==> config.mk <==
export PLATFORM = sky130hd
export DESIGN_NAME = tx_byte_scheduler
export DESIGN_NICKNAME = d
export VERILOG_FILES = /design/src/rtl/phy_tx_pkg.sv /design/src/rtl/rr_arb2.sv /design/src/rtl/tx_byte_scheduler.sv
export SDC_FILE = /design/constraint.sdc
export NUM_CORES = 1
export LEC_CHECK = 0
export BUFFER_PORTS_ARGS = -buffer_cell sky130_fd_sc_hd__buf_4
export CORE_ASPECT_RATIO = 1.75
export CORE_UTILIZATION = 44
export DETAILED_ROUTE_END_ITERATION = 6
export PLACE_DENSITY = 0.69
export SLEW_MARGIN = 30
export SYNTH_ARGS = -nofsm -noshare
export SYNTH_HDL_FRONTEND = slang
export SYNTH_SLANG_ARGS = --single-unit
==> constraint.sdc <==
create_clock -name clk_4f -period 1.8 [get_ports clk_4f]
set_input_delay 0.27 -clock clk_4f [delete_from_list [all_inputs] [get_ports clk_4f]]
set_output_delay 0.27 -clock clk_4f [all_outputs]
set_load 0.01 [all_outputs]
==> src/rtl/phy_tx_pkg.sv <==
// Shared definitions for the PHY transmit path: link states, byte payload and default timing constants.
package phy_tx_pkg;

    localparam int unsigned DATA_W = 8;

    localparam logic [DATA_W-1:0] COM_SYMBOL = 8'hBC;

    localparam int unsigned DEF_TRAIN_WORDS   = 16;
    localparam int unsigned DEF_SKIP_INTERVAL = 64;
    localparam int unsigned DEF_SKIP_LEN      = 2;

    typedef enum logic [1:0] {
        ST_TRAIN  = 2'd0,
        ST_ACTIVE = 2'd1,
        ST_SKIP   = 2'd2
    } link_state_e;

    typedef struct packed {
        logic              src;
        logic [DATA_W-1:0] data;
    } tx_byte_t;

    function automatic int unsigned max2(input int unsigned a, input int unsigned b);
        return (a > b) ? a : b;
    endfunction

endpackage

==> src/rtl/rr_arb2.sv <==
// Two-way round-robin arbiter; the requester not granted last gets priority on contention.
module rr_arb2 (
    input  logic       clk_4f,
    input  logic       reset,
    input  logic       en,
    input  logic [1:0] req,
    output logic [1:0] gnt
);

    logic prio;

    always_comb begin
        gnt = 2'b00;
        if (en) begin
            case (req)
                2'b01:   gnt = 2'b01;
                2'b10:   gnt = 2'b10;
                2'b11:   gnt = prio ? 2'b10 : 2'b01;
                default: gnt = 2'b00;
            endcase
        end
    end

    // Priority flips to the other requester after every grant; idle cycles leave it alone.
    always_ff @(posedge clk_4f or negedge reset) begin
        if (!reset) begin
            prio <= 1'b0;
        end else if (gnt[0]) begin
            prio <= 1'b1;
        end else if (gnt[1]) begin
            prio <= 1'b0;
        end
    end

endmodule

==> src/rtl/tx_byte_scheduler.sv <==
// Byte-domain transmit scheduler: link training/skip sequencing plus round-robin hand-off of one byte per cycle.
module tx_byte_scheduler
    import phy_tx_pkg::*;
#(
    parameter int unsigned TRAIN_WORDS   = DEF_TRAIN_WORDS,
    parameter int unsigned SKIP_INTERVAL = DEF_SKIP_INTERVAL,
    parameter int unsigned SKIP_LEN      = DEF_SKIP_LEN
) (
    input  logic              clk_4f,
    input  logic              reset,
    input  logic              link_en,
    input  logic [DATA_W-1:0] data_in0,
    input  logic              valid_in0,
    output logic              ready0,
    input  logic [DATA_W-1:0] data_in1,
    input  logic              valid_in1,
    output logic              ready1,
    output logic [DATA_W-1:0] data_out,
    output logic              valid_out,
    output logic              src_out,
    output logic              link_up
);

    localparam int unsigned CNT_W = $clog2(max2(TRAIN_WORDS, SKIP_INTERVAL)) + 1;

    localparam logic [CNT_W-1:0] TRAIN_LAST = CNT_W'(TRAIN_WORDS - 1);
    localparam logic [CNT_W-1:0] SKIP_AT    = CNT_W'(SKIP_INTERVAL - 1);
    localparam logic [CNT_W-1:0] SKIP_LAST  = CNT_W'(SKIP_LEN - 1);

    link_state_e       state_q, state_d;
    logic [CNT_W-1:0]  cnt_q, cnt_d;
    logic [1:0]        gnt;
    logic              arb_en;
    tx_byte_t          out_q;

    always_ff @(posedge clk_4f or negedge reset) begin
        if (!reset) begin
            state_q <= ST_TRAIN;
            cnt_q   <= '0;
        end else begin
            state_q <= state_d;
            cnt_q   <= cnt_d;
        end
    end

    // Next state and slot counter; a dropped link_en overrides any pending transition.
    always_comb begin
        state_d = state_q;
        cnt_d   = cnt_q + CNT_W'(1);
        case (state_q)
            ST_TRAIN: begin
                if (cnt_q == TRAIN_LAST) begin
                    state_d = ST_ACTIVE;
                    cnt_d   = '0;
                end
            end
            ST_ACTIVE: begin
                if (cnt_q == SKIP_AT) begin
                    state_d = ST_SKIP;
                    cnt_d   = '0;
                end
            end
            ST_SKIP: begin
                if (cnt_q == SKIP_LAST) begin
                    state_d = ST_ACTIVE;
                    cnt_d   = '0;
                end
            end
            default: begin
                state_d = ST_TRAIN;
                cnt_d   = '0;
            end
        endcase
        if (!link_en) begin
            state_d = ST_TRAIN;
            cnt_d   = '0;
        end
    end

    // Grants are withheld in the cycle link_en falls so no byte is taken into a dying link.
    assign arb_en = (state_q == ST_ACTIVE) && link_en;

    rr_arb2 u_arb (
        .clk_4f (clk_4f),
        .reset  (reset),
        .en     (arb_en),
        .req    ({valid_in1, valid_in0}),
        .gnt    (gnt)
    );

    assign ready0 = gnt[0];
    assign ready1 = gnt[1];

    // Output register: payload and source hold between transfers, only valid_out drops.
    always_ff @(posedge clk_4f or negedge reset) begin
        if (!reset) begin
            out_q     <= '0;
            valid_out <= 1'b0;
            link_up   <= 1'b0;
        end else begin
            valid_out <= |gnt;
            link_up   <= (state_d != ST_TRAIN);
            if (|gnt) begin
                out_q.src  <= gnt[1];
                out_q.data <= gnt[1] ? data_in1 : data_in0;
            end
        end
    end

    assign data_out = out_q.data;
    assign src_out  = out_q.src;

endmodule

## After elaboration in Yosys (flattened, before gate mapping)

Index checks and enable logic that the tools add are counted.

- Register bits after elaboration: 21
- Word-level logic and storage cells: 37

- Mux-type cells: 16
- Eq/ne operators: 8
- Reduce and logical (&&, ||, !) cells: 5
- $add $sub $neg: 1

Operators by type and width:

| cell | count |
|---|---|
| $mux 7 | 4 |
| $pmux 7 s3 | 1 |
| $mux 2 | 6 |
| $pmux 2 s3 | 2 |
| $mux 8 | 1 |
| $add 7x1->7 const B | 1 |
| $eq 7x1->1 const B | 1 |
| $eq 7x4->1 const B | 1 |
| $eq 7x6->1 const B | 1 |
| $eq 2x2->1 const B | 3 |
| $eq 2x1->1 const B | 2 |
| $reduce_bool 2->1 | 2 |
| $logic_not 2->1 | 1 |
| $mux 1 | 2 |
| $reduce_or 2->1 | 1 |
| $logic_and 1x1->1 | 1 |

## Longest topological paths before layout

Gate-level depths: netlist of the first run.

- Depth after elaboration: 5
- Mapped depth: 6
- Gate-level depth less buffers: 5

## Hierarchy

Synthesis of the first run repeated with hierarchy kept, for this count alone.

- Cell total of the unflattened synthesis: 100
- Area total of the unflattened synthesis: 1049.8 µm²

Modules (own cells, without submodules):

| module | area an instance (µm²) | sequential area each (µm²) | cells each | times used |
|---|---|---|---|---|
| tx_byte_scheduler | 988.4 | 500.5 | 92 | 1 |
| rr_arb2 | 61.3 | 25.0 | 8 | 1 |

## Least setup slack after synthesis of the first run

Ideal clock, no wire load.

- Path type: reg-to-reg
- From: reg cnt_q[0]
- To: reg cnt_q[3]
- Path slack: 0.246 ns
- Library setup time: 0.130 ns
- Required time: 1.670 ns
- Buffers on the path: 0
- Arrival time: 1.424 ns
- Cell stages (with the launch flop): 6
- Path through: dfrtp_1 > ha_1 > nand3_2 > o311a_4 > o31ai_4 > nor2_1

- Longest elaborated chain between the ends: 4

Ends and longest elaborated chain:

| item | line | source |
|---|---|---|
| start: declaration | tx_byte_scheduler.sv:31 | `logic [CNT_W-1:0] cnt_q, cnt_d;` |
| start signal: assignment | tx_byte_scheduler.sv:42 | `cnt_q <= cnt_d;` |
| $add 7x1->7, or another cell as far along | tx_byte_scheduler.sv:49 | `cnt_d = cnt_q + CNT_W'(1);` |
| $mux 7, on equally long branches | tx_byte_scheduler.sv:64, tx_byte_scheduler.sv:52, tx_byte_scheduler.sv:58 |  |
| $pmux 7 s3 (*) | tx_byte_scheduler.sv:50 | `case (state_q)` |
| $mux 7 (*) | tx_byte_scheduler.sv:74 | `if (!link_en) begin` |
| net cnt_d[3] | tx_byte_scheduler.sv:31 |  |

The timed path passes the listed nets; every way through them passes the cells marked *.
A chain may end at the register's enable or synchronous reset.

## Worst setup path in the final report of the first run

- From: reg state_q[1]
- To: out ready1

- Longest elaborated chain between the ends: 3

Ends and longest elaborated chain:

| item | line | source |
|---|---|---|
| start: declaration | tx_byte_scheduler.sv:30 | `link_state_e state_q, state_d;` |
| start signal: assignment | tx_byte_scheduler.sv:41 | `state_q <= state_d;` |
| $eq 2x1->1 | tx_byte_scheduler.sv:81 | `assign arb_en = (state_q == ST_ACTIVE) && link_en;` |
| $logic_and 1x1->1 | tx_byte_scheduler.sv:81 |  |
| $mux 2 | rr_arb2.sv:14 | `if (en) begin` |
| end: declaration | tx_byte_scheduler.sv:17 | `output logic ready1,` |

No other way between the ends.

==> out/qor.json, run 1 <==
{
  "run_status": {
    "status": "completed"
  },
  "timing": {
    "setup_violations": 0,
    "maxSlewHeadroom_pct": 73.4,
    "worst_clock_skew_ps": 7.69,
    "setup-tns-final_ps": 0,
    "worst_pin_slew_ps": 396,
    "finalCriticalPeriod_ps": 1700,
    "slew_viol_final": 0,
    "unrepaired_setup_endpoints_after_global_routing": "false",
    "hold_viol": 0,
    "final_critical_path_share_of_the_clock_period_pct": 94.3,
    "max_freq_ghz": 0.589
  },
  "route": {
    "detail_route.wirelength_um": 2260,
    "drt_drc_violations_left": 0,
    "first_pass_iters": 4,
    "drtAntennaViolNets": 0,
    "first_iter_violations": 11,
    "post_drt_via_cell_ratio": 5.30,
    "via_count": 879,
    "wl_cell_um": 13.6
  },
  "worst_setup_path": {
    "path_class": "reg2out",
    "wp_data_required_ps": 1530,
    "critical-path-max-stage-delay_ps": 460,
    "critical_path.startpoint_type": "register",
    "worstPathArrival_ps": 1430,
    "critical_path.cell_chain": "and3b_1 -> nand3_2 -> inv_1 -> buf_4",
    "setup.worst_path.end_class": "output port",
    "critical-path-slowest-cell": "dfrtp_1",
    "cp_max_fo": 7
  },
  "finish": {
    "final_layout_size_suffix_gt1_share_pct": 37.6,
    "areaGrowthSynthToFinish_pct": 35.4,
    "final_nets": 165,
    "antenna_cells": 0
  },
  "die": {
    "core_mm2": 0.00227,
    "die_area_mm2": 0.00260,
    "die-height_um": 66.7,
    "rows": 23,
    "die_w_um": 39.0,
    "number_of_ports_placed_on_the_die_boundary": 34,
    "initial_utilization_pct": 46.3
  },
  "synth": {
    "yosys-top-cells-area": "dfrtp_1 (50%), mux2i_1 (7.6%), nor2_1 (6.1%)",
    "post-synth-top-area-fraction_pct": 49.9,
    "synth_seq_cells": 21,
    "mapped_cells": 100,
    "yosys.cell_types.count": 30,
    "post-synth-top-count-cell": "dfrtp_1",
    "ys_dominant_reg_cell": "dfrtp_1",
    "synth_enable_flop_cells": 0,
    "ys_top_cells_by_count": "dfrtp_1 (21), nor2_1 (17), a21oi_1 (9), mux2i_1 (8), nand2_1 (7)",
    "syn_nets": 123,
    "synth-warning-count": 0,
    "syn-mean-instance-area_um2": 10.5,
    "synth_area_leader_cell": "dfrtp_1",
    "post_synth_instance_area_mm2": 0.00105,
    "synth-seq-area-share_pct": 49.9,
    "async_reset_ff_share_pct": 100
  },
  "grt": {
    "gr-usage-all-layers_pct": 19.7,
    "maximum_number_of_pins_on_one_net_before_global_route_repair": 22,
    "grtUsageMet1_pct": 19.9,
    "global_route.usage.met3_pct": 2.00,
    "grt_util_met2_pct": 37.7,
    "first_global_vias": 863,
    "grt_first_pass_wirelength_um": 3600,
    "grt_most_used_layer": "met2",
    "antenna_found_initial": 0,
    "grt.overflow.total": 0
  },
  "pwr": {
    "power_after_layout_mw": 0.933,
    "power_per_cell_area_mw_per_mm2": 654,
    "p_leak_nw": 0.794,
    "peakVddDrop_uv": 459
  },
  "hold_path": {
    "min_path_type": "in2reg"
  },
  "place": {
    "place.detailed.hpwl_um": 1760,
    "globalplace.congestion": 0.725,
    "numPortBuffers": 33
  },
  "clock_network": {
    "numCtsBuffers": 3,
    "clockBufferDepth": 2,
    "clk_latency_ps": 260,
    "ctsRootBufferMaster": "clkbuf_8",
    "cts_tree": "done",
    "htreeDepth": 1,
    "clock_pin_transition_on_the_worst_setup_and_hold_timing_paths_ps": 80,
    "clkSinkCount": 21
  },
  "flow_run": {
    "drv.max_cap_violation_count": 0
  }
}
registers in the layout, summed over array words and instances, names as in the netlist:
register	flops
data_out	8
cnt_q	7
state_q	2
link_up	1
src_out	1
u_arb.prio	1
valid_out	1
logic make-up (layout without fill, tap and decap cells):
| kind of cell | after synthesis | count (layout) | share of synthesized area, % |
|---|---|---|---|
| and+or+nand+nor | 36 | 36 | 16.6 |
| DFF | 21 | 21 | 49.9 |
| AOI/OAI and AO/OA | 20 | 20 | 15.7 |
| buffers and inverters | 9 | 50 | 4.40 |
| muxes | 8 | 8 | 7.61 |
| xor gates and xnor gates | 4 | 4 | 3.33 |
| adders and majority gates | 2 | 2 | 2.38 |
worst max-delay path: cells and delay by family (launching register included):
kind          cells  cell delay [ps]
buf+inv           2              190
flops             1              460
simple gates      2              510
layout make-up:
class	instances	area [um^2]
clock buffer	3	41.3
clock inverter	1	5.00
fill	187	848
inverter	5	18.8
multi-input combinational	70	493
sequential	21	526
tap	25	31.3
timing repair buffer	41	310
power breakdown:
group	internal, mW	total (mW)	switching [mW]
logic	0.0700	0.125	0.0548
clock network	0.154	0.296	0.143
registers	0.495	0.512	0.0164
total	0.719	0.933	0.214
metal layers:
metal  part of all wire [%]  vias to the layer above
met5                      0                        -
li1                       -                      429
met1                     37                      421
met2                     58                       27
met4                   0.84                        0
met3                    4.0                        2
repair_timing:
item / 4_1_cts / 5_1_grt
gates resized for setup: 1 / 1
hold endpoints to repair: 21 / 0
hold buffers: 1 / 0
setup buffers: 0 / 4
pin swaps: 0 / 2
endpoints found under the setup margin: 1 / 7
final timing paths:
kind / endpoint / from / slack (ps) / cells after the start
max: ready1 / state_q[1] / 100 / 4
min: data_out[1] / data_in1[1] / 260 / 3
max reg2reg: cnt_q[4] / cnt_q[0] / 150 / 5
min reg2reg: u_arb.prio / u_arb.prio / 500 / 2
max in group asynchronous: cnt_q[4] / reset / 1150 / 2
min in group asynchronous: valid_out / reset / 430 / 2
per-stage QoR:
step                      instance area [um^2]  instances  util [%]  setup WS (ps)  hold WS, ps
after floorplan                           1050        100         -            246        -25.6
final                                     1430        166      62.7            103          264
after CTS                                 1390        162      61.1           61.3          266
after global placement                    1330        157      58.3            179          161
after detailed placement                  1330        157      58.3            137          167
after global routing                      1430        166      62.7           30.2          276
cell usage in the layout, fill, tap and decap left out, types with 3 or more instances in the layout:
master / instances
mux2i_1: 8
inv_1: 5
nand2_1: 7
clkbuf_8: 3
a21oi_1: 9
dfrtp_1: 21
buf_4: 40
nor2_1: 17
(Power assumes the default switching activity.)
==> inputs of run 2 (changes only) <==
Settings changed: ABC_AREA set to 1, PLACE_DENSITY 0.69 to 0.67.
==> out/qor.json, run 2 <==
{
  "synth": {
    "synth-seq-area-share": {"value": 42.6, "unit": "%", "change": "-7.4 points"},
    "post-synth-top-area-fraction": {"value": 42.6, "unit": "%", "change": "-7.4 points"},
    "synth_area_leader_cell": "dfrtp_1",
    "post_synth_instance_area": {"value": 0.00123, "unit": "mm^2", "change": "+17%"},
    "async_reset_ff_share": {"value": 100, "unit": "%", "change": "unchanged"},
    "synth_seq_cells": {"value": 21, "change": "unchanged"},
    "yosys.cell_types.count": {"value": 17, "change": "-43%"},
    "mapped_cells": {"value": 173, "change": "+73%"},
    "syn_nets": {"value": 196, "change": "+59%"},
    "ys_dominant_reg_cell": "dfrtp_1",
    "post-synth-top-count-cell": "nand2_1",
    "yosys-top-cells-area": "dfrtp_1 (43%), nand2_1 (18%), inv_1 (12%)",
    "syn-mean-instance-area": {"value": 7.14, "unit": "um^2", "change": "-32%"},
    "synth_enable_flop_cells": {"value": 0, "change": "unchanged"},
    "ys_top_cells_by_count": "nand2_1 (58), inv_1 (39), dfrtp_1 (21), nor2_1 (10), nand3_1 (8)",
    "synth-warning-count": {"value": 0, "change": "unchanged"}
  },
  "route": {
    "wl_cell": {"value": 10.8, "unit": "um", "change": "-21%"},
    "via_count": {"value": 1097, "change": "+25%"},
    "detail_route.wirelength": {"value": 2550, "unit": "um", "change": "+13%"},
    "drtAntennaViolNets": {"value": 0, "change": "unchanged"},
    "first_pass_iters": {"value": 4, "change": "unchanged"},
    "drt_drc_violations_left": {"value": 0, "change": "unchanged"},
    "first_iter_violations": {"value": 24, "change": "+13"},
    "post_drt_via_cell_ratio": {"value": 4.65, "change": "-12%"}
  },
  "finish": {
    "most-common-layout-cells": "nand2_1 (58), inv_1 (39), buf_4 (33)",
    "antenna_cells": {"value": 0, "change": "unchanged"},
    "final_layout_size_suffix_gt1_share": {"value": 24.4, "unit": "%", "change": "-13 points"},
    "final_common_cell": "nand2_1",
    "final_nets": {"value": 233, "change": "+41%"},
    "areaGrowthSynthToFinish_pct": 25.4,
    "largest_register_ffs": {"value": 8, "change": "unchanged"},
    "nFillCells": {"value": 257, "change": "+37%"}
  },
  "place": {
    "numPortBuffers": {"value": 33, "change": "unchanged"},
    "globalplace.congestion": {"value": 0.871, "change": "+20%"},
    "place.detailed.hpwl": {"value": 2100, "unit": "um", "change": "+19%"},
    "dp_worst_setup_slack": {"value": 368, "unit": "ps", "change": "+231 ps"}
  },
  "hold_path": {
    "min_path_type": "in2reg"
  },
  "die": {
    "number_of_ports_placed_on_the_die_boundary": {"value": 34, "change": "unchanged"},
    "die_area": {"value": 0.00303, "unit": "mm^2", "change": "+17%"},
    "die_w": {"value": 42.0, "unit": "um", "change": "+7.9%"},
    "die-height": {"value": 72.1, "unit": "um", "change": "+8.1%"},
    "rows": {"value": 25, "change": "+8.7%"},
    "core": {"value": 0.00269, "unit": "mm^2", "change": "+18%"},
    "initial_utilization": {"value": 45.9, "unit": "%", "change": "-0.38 points"}
  },
  "worst_setup_path": {
    "worstPathArrival": {"value": 1400, "unit": "ps", "change": "-30 ps"},
    "wp_data_required": {"value": 1530, "unit": "ps", "change": "about the same"},
    "path_class": "reg2out",
    "setup.worst_path.end_class": "output port",
    "critical_path.startpoint_type": "register",
    "cp_max_fo": {"value": 11, "change": "+4"}
  },
  "clock_network": {
    "clk_latency": {"value": 260, "unit": "ps", "change": "about the same"},
    "cts_tree": "done",
    "numCtsBuffers": {"value": 3, "change": "unchanged"},
    "clock_pin_transition_on_the_worst_setup_and_hold_timing_paths": {"value": 70, "unit": "ps", "change": "about the same"},
    "clkSinkCount": {"value": 21, "change": "unchanged"},
    "ctsRootBufferMaster": "clkbuf_8",
    "cts-resized-gates": {"value": 0, "change": "-1"},
    "clockBufferDepth": {"value": 2, "change": "unchanged"},
    "htreeDepth": {"value": 1, "change": "unchanged"}
  },
  "run_status": {
    "status": "completed"
  },
  "timing": {
    "unrepaired_setup_endpoints_after_global_routing": "false",
    "setup-tns-final": {"value": 0, "unit": "ps", "change": "unchanged"},
    "maxSlewHeadroom": {"value": 75.6, "unit": "%", "change": "+2.2 points"},
    "max_freq": {"value": 0.599, "unit": "GHz", "change": "+1.7%"},
    "post-route-worst-setup-slack": {"value": 132, "unit": "ps", "change": "+28.4 ps"},
    "worst_clock_skew": {"value": 0.785, "unit": "ps", "change": "-6.90 ps"},
    "setup_violations": {"value": 0, "change": "unchanged"},
    "worst_pin_slew": {"value": 366, "unit": "ps", "change": "-30.1 ps"},
    "hold_viol": {"value": 0, "change": "unchanged"},
    "slew_viol_final": {"value": 0, "change": "unchanged"},
    "finalCriticalPeriod": {"value": 1670, "unit": "ps", "change": "-28.4 ps"},
    "final_critical_path_share_of_the_clock_period": {"value": 92.7, "unit": "%", "change": "-1.6 points"}
  },
  "grt": {
    "gr-usage-all-layers": {"value": 19.5, "unit": "%", "change": "-0.14 points"},
    "first_global_vias": {"value": 1094, "change": "+27%"},
    "grt.overflow.total": {"value": 0, "change": "unchanged"},
    "antenna_found_initial": {"value": 0, "change": "unchanged"},
    "maximum_number_of_pins_on_one_net_before_global_route_repair": {"value": 22, "change": "unchanged"},
    "grt_first_pass_wirelength": {"value": 4570, "unit": "um", "change": "+27%"}
  },
  "pwr": {
    "peakVddDrop": {"value": 348, "unit": "uV", "change": "-24%"},
    "p_leak": {"value": 0.938, "unit": "nW", "change": "+18%"},
    "power_per_cell_area": {"value": 606, "unit": "mW/mm^2", "change": "-7.5%"}
  },
  "flow_run": {
    "drv.max_cap_violation_count": {"value": 0, "change": "unchanged"}
  }
}
==> run 2: cell types whose count changed after synthesis, sizes merged, moves of 3 or more <==
cell / delta
nand3: +5
o21ai: +10
nor3: -3
inv: +37
a21oi: -3
nor2: -3
and3: -3
nand2: +57
mux2i: -8
==> run 2: per-stage QoR <==
step	cells	area [um^2]	hold slack [ps]	power, mW	utilization [%]
global placement	231	1490	161	0.643	55.5
floorplan	173	1230	-25.6	0.568	-
detailed placement	231	1490	167	0.646	55.5
global route	236	1550	260	0.986	57.6
finish	236	1550	247	0.938	57.6
CTS	236	1550	243	0.950	57.6
==> run 2: kinds of logic after synthesis <==
logic type / Yosys count / synth area share (%)
fa+ha+maj: 2 / 2.03
simple gates: 89 / 33.9
buf+inv: 44 / 14.6
flops: 21 / 42.6
compound gates: 17 / 6.89
==> run 2: area by class of cell <==
cell class / count / area [um^2] / share of cell area [%]
Multi-Input combinational cell: 108 / 529 / 34.2
Sequential cell: 21 / 526 / 33.9
Timing Repair Buffer: 34 / 258 / 16.6
Inverter: 42 / 158 / 10.2
Clock buffer: 4 / 45.0 / 2.91
Tap cell: 27 / 33.8 / 2.18
==> run 2: repair_timing <==
action / 4_1_cts / 5_1_grt
buffers inserted: 0 / 0
hold buffers: 1 / 0
hold endpoints to repair: 21 / 0
==> run 2: path summary, 6_finish.rpt <==
kind                       slack (ps)  depth (start not counted)     endpoint   startpoint
max                               130                          6       ready1   state_q[1]
min                               250                          3   state_q[1]      link_en
max reg2reg                       370                          8      link_up     cnt_q[0]
min reg2reg                       490                          2  data_out[6]  data_out[6]
max in group asynchronous        1160                          2   state_q[1]        reset
min in group asynchronous         420                          2  data_out[3]        reset
==> run 2: per-layer routing <==
layer,GRT usage (%),part of all wire [%],up-vias
met1,20.3,37,482
met5,0,0,-
met4,11.8,2.8,0
met2,36.5,56,30
met3,2.24,3.8,7
li1,-,-,578
==> run 2: report_power, final <==
part           leakage, nW  total [mW]  internal (mW)  switching [mW]
combinational        0.640       0.127         0.0671          0.0596
clock               0.0228       0.300          0.157           0.143
sequential           0.275       0.511          0.493          0.0180
==> run 2: worst max-delay path, stage by stage (launching register included) <==
cell	delay (ps)
dfrtp_1	400
inv_2	70
nand2_2	60
nor2_4	120
inv_2	60
nor2_4	240
buf_4	180
==> inputs of run 3 (changes only) <==
Settings changed: CTS_BUF_LIST set to sky130_fd_sc_hd__clkbuf_16.
==> out/qor.json, run 3 (same netlist as run 2, synthesis figures left out) <==
{
  "timing": {
    "maxSlewHeadroom": {"value": 75.3, "unit": "%", "change": "-0.32 points"},
    "final_critical_path_share_of_the_clock_period": {"value": 92.1, "unit": "%", "change": "-0.61 points"},
    "setup_violations": {"value": 0, "change": "unchanged"},
    "finalCriticalPeriod": {"value": 1660, "unit": "ps", "change": "-10.9 ps"},
    "post-route-worst-setup-slack": {"value": 143, "unit": "ps", "change": "+10.9 ps"},
    "worst_clock_skew": {"value": 1.45, "unit": "ps", "change": "+0.665 ps"},
    "worst_pin_slew": {"value": 371, "unit": "ps", "change": "+4.83 ps"},
    "max_freq": {"value": 0.603, "unit": "GHz", "change": "+0.66%"},
    "hold_viol": {"value": 0, "change": "unchanged"},
    "unrepaired_setup_endpoints_after_global_routing": "false",
    "setup-tns-final": {"value": 0, "unit": "ps", "change": "unchanged"},
    "slew_viol_final": {"value": 0, "change": "unchanged"}
  },
  "worst_setup_path": {
    "r2r_setup_slack": {"value": 370, "unit": "ps", "change": "about the same"},
    "critical-path-slowest-cell": "dfrtp_1",
    "r2r.worst_path.cells": {"value": 8, "change": "unchanged"},
    "r2r_end": "link_up",
    "path_class": "reg2out",
    "critical_path.cell_chain": "inv_2 -> nand2_2 -> nor2_4 -> inv_2 -> nor2_4 -> buf_4",
    "wp_data_required": {"value": 1530, "unit": "ps", "change": "about the same"},
    "setup.worst_path.end_class": "output port",
    "worstPathArrival": {"value": 1390, "unit": "ps", "change": "about the same"},
    "critical_path.startpoint_type": "register",
    "cp_max_fo": {"value": 11, "change": "unchanged"},
    "timing.rr.start": "cnt_q[0]",
    "critical-path-max-stage-delay": {"value": 400, "unit": "ps", "change": "about the same"}
  },
  "clock_network": {
    "numCtsBuffers": {"value": 3, "change": "unchanged"},
    "ctsRootBufferMaster": "clkbuf_16",
    "clk_latency": {"value": 250, "unit": "ps", "change": "about the same"},
    "htreeDepth": {"value": 1, "change": "unchanged"},
    "cts_tree": "done",
    "clkSinkCount": {"value": 21, "change": "unchanged"},
    "postCtsSetupRepairBufs": {"value": 0, "change": "unchanged"},
    "clock_pin_transition_on_the_worst_setup_and_hold_timing_paths": {"value": 50, "unit": "ps", "change": "-20 ps"},
    "clockBufferDepth": {"value": 2, "change": "unchanged"}
  },
  "route": {
    "detail_route.wirelength": {"value": 2560, "unit": "um", "change": "+0.24%"},
    "first_iter_violations": {"value": 24, "change": "unchanged"},
    "post_drt_via_cell_ratio": {"value": 4.66, "change": "+0.18%"},
    "via_count": {"value": 1099, "change": "+0.18%"},
    "first_pass_iters": {"value": 4, "change": "unchanged"},
    "drt_drc_violations_left": {"value": 0, "change": "unchanged"},
    "drtAntennaViolNets": {"value": 0, "change": "unchanged"},
    "wl_cell": {"value": 10.8, "unit": "um", "change": "+0.24%"}
  },
  "finish": {
    "final_layout_size_suffix_gt1_share": {"value": 24.4, "unit": "%", "change": "unchanged"},
    "postLayoutCoreUtil": {"value": 58.8, "unit": "%", "change": "+1.3 points"},
    "largest_register_ffs": {"value": 8, "change": "unchanged"},
    "most-common-layout-cells": "nand2_1 (58), inv_1 (40), buf_4 (33)",
    "antenna_cells": {"value": 0, "change": "unchanged"},
    "final_nets": {"value": 233, "change": "unchanged"},
    "finish.cell_count_without_fillers": {"value": 236, "change": "unchanged"},
    "final_common_cell": "nand2_1",
    "areaGrowthSynthToFinish_pct": 28.2
  },
  "pwr": {
    "power_per_cell_area": {"value": 690, "unit": "mW/mm^2", "change": "+14%"},
    "combPwrFrac": {"value": 11.6, "unit": "%", "change": "-1.9 points"},
    "peakVddDrop": {"value": 457, "unit": "uV", "change": "+31%"},
    "p_sw_share": {"value": 21.6, "unit": "%", "change": "-1.9 points"},
    "power.clock.fraction": {"value": 41.5, "unit": "%", "change": "+9.5 points"},
    "total_switching_power": {"value": 0.235, "unit": "mW", "change": "+6.9%"},
    "p_leak": {"value": 0.958, "unit": "nW", "change": "+2.1%"},
    "internal_power": {"value": 0.857, "unit": "mW", "change": "+19%"},
    "seqPwrFrac": {"value": 46.9, "unit": "%", "change": "-7.6 points"}
  },
  "die": {
    "initial_utilization": {"value": 45.9, "unit": "%", "change": "unchanged"},
    "number_of_ports_placed_on_the_die_boundary": {"value": 34, "change": "unchanged"},
    "die_w": {"value": 42.0, "unit": "um", "change": "unchanged"},
    "core": {"value": 0.00269, "unit": "mm^2", "change": "unchanged"},
    "rows": {"value": 25, "change": "unchanged"},
    "die_area": {"value": 0.00303, "unit": "mm^2", "change": "unchanged"},
    "die-height": {"value": 72.1, "unit": "um", "change": "unchanged"}
  },
  "hold_path": {
    "min_path_type": "in2reg",
    "depth_of_the_worst_hold_timing_path": {"value": 3, "change": "unchanged"},
    "whs_endpoint": "state_q[1]",
    "hold_start": "link_en"
  },
  "place": {
    "place.detailed.hpwl": {"value": 2100, "unit": "um", "change": "unchanged"},
    "dp_worst_setup_slack": {"value": 368, "unit": "ps", "change": "unchanged"},
    "placedCellCount": {"value": 231, "change": "unchanged"},
    "numPortBuffers": {"value": 33, "change": "unchanged"},
    "globalplace.congestion": {"value": 0.871, "change": "unchanged"}
  },
  "grt": {
    "maximum_number_of_pins_on_one_net_before_global_route_repair": {"value": 22, "change": "unchanged"},
    "grt.overflow.total": {"value": 0, "change": "unchanged"},
    "gr-usage-all-layers": {"value": 19.6, "unit": "%", "change": "+0.052 points"},
    "antenna_found_initial": {"value": 0, "change": "unchanged"},
    "grt_first_pass_wirelength": {"value": 4620, "unit": "um", "change": "+1.1%"},
    "first_global_vias": {"value": 1111, "change": "+1.6%"}
  },
  "run_status": {
    "status": "completed"
  },
  "flow_run": {
    "drv.max_cap_violation_count": {"value": 0, "change": "unchanged"}
  }
}
run 3: cell types whose count changed in the layout (fill, tap and decap cells not counted), sizes merged:
cell,previous run,this run
clkbuf,4,3
inv,42,43
run 3: how the worst max path moves through the flow:
stage / from / endpoint / depth (start not counted)
global route: state_q[1] / ready1 / 6
detailed placement: cnt_q[0] / link_up / 8
global placement: state_q[1] / ready1 / 6
CTS: state_q[1] / ready1 / 6
finish: state_q[1] / ready1 / 6
floorplan: cnt_q[0] / link_up / 8
run 3: critical path, delay by kind of cell (launching register included):
family,cells,cell delay (ps)
flip-flops,1,400
AND/OR/NAND/NOR,3,420
buffers and inverters,3,300
run 3: metal layers:
layer	share of wire, %	GRT usage (%)	routed length (um)	up-vias
li1	-	-	-	578
met1	37	20.3	946	484
met2	56	37.2	1440	30
met3	3.8	1.49	98	7
met4	2.7	11.8	70	0
met5	0	0	0	-
run 3: what timing repair did:
| item | CTS | global route |
|---|---|---|
| setup endpoints to repair | 0 | 0 |
| gates resized for setup | 0 | 0 |
| hold endpoints to repair | 21 | 0 |
| hold buffers | 1 | 0 |
run 3: per-stage QoR:
stage	cell area, um^2	hold WS, ps	power, mW
6_report	1580	254	1.09
5_1_grt	1580	272	1.14
4_1_cts	1580	254	1.10
3_5_place_dp	1490	167	0.646
3_3_place_gp	1490	161	0.643
2_1_floorplan	1230	-25.6	0.568
run 3: power by group through the flow:
stage / Sequential (mW) / Combinational, mW / Clock [mW]
after floorplan: 0.524 / 0.0445 / 0
after global placement: 0.518 / 0.125 / 0
after detailed placement: 0.520 / 0.127 / 0
after CTS: 0.512 / 0.129 / 0.464
after global routing: 0.514 / 0.144 / 0.482
final: 0.512 / 0.127 / 0.453
run 3: area by class of cell:
class / count / area (um^2)
fill: 253 / 1110
clock inverter: 1 / 3.75
inverter: 42 / 158
timing repair buffer: 34 / 258
sequential: 21 / 526
clock buffer: 3 / 75.1
multi-input combinational: 108 / 529
tap: 27 / 33.8
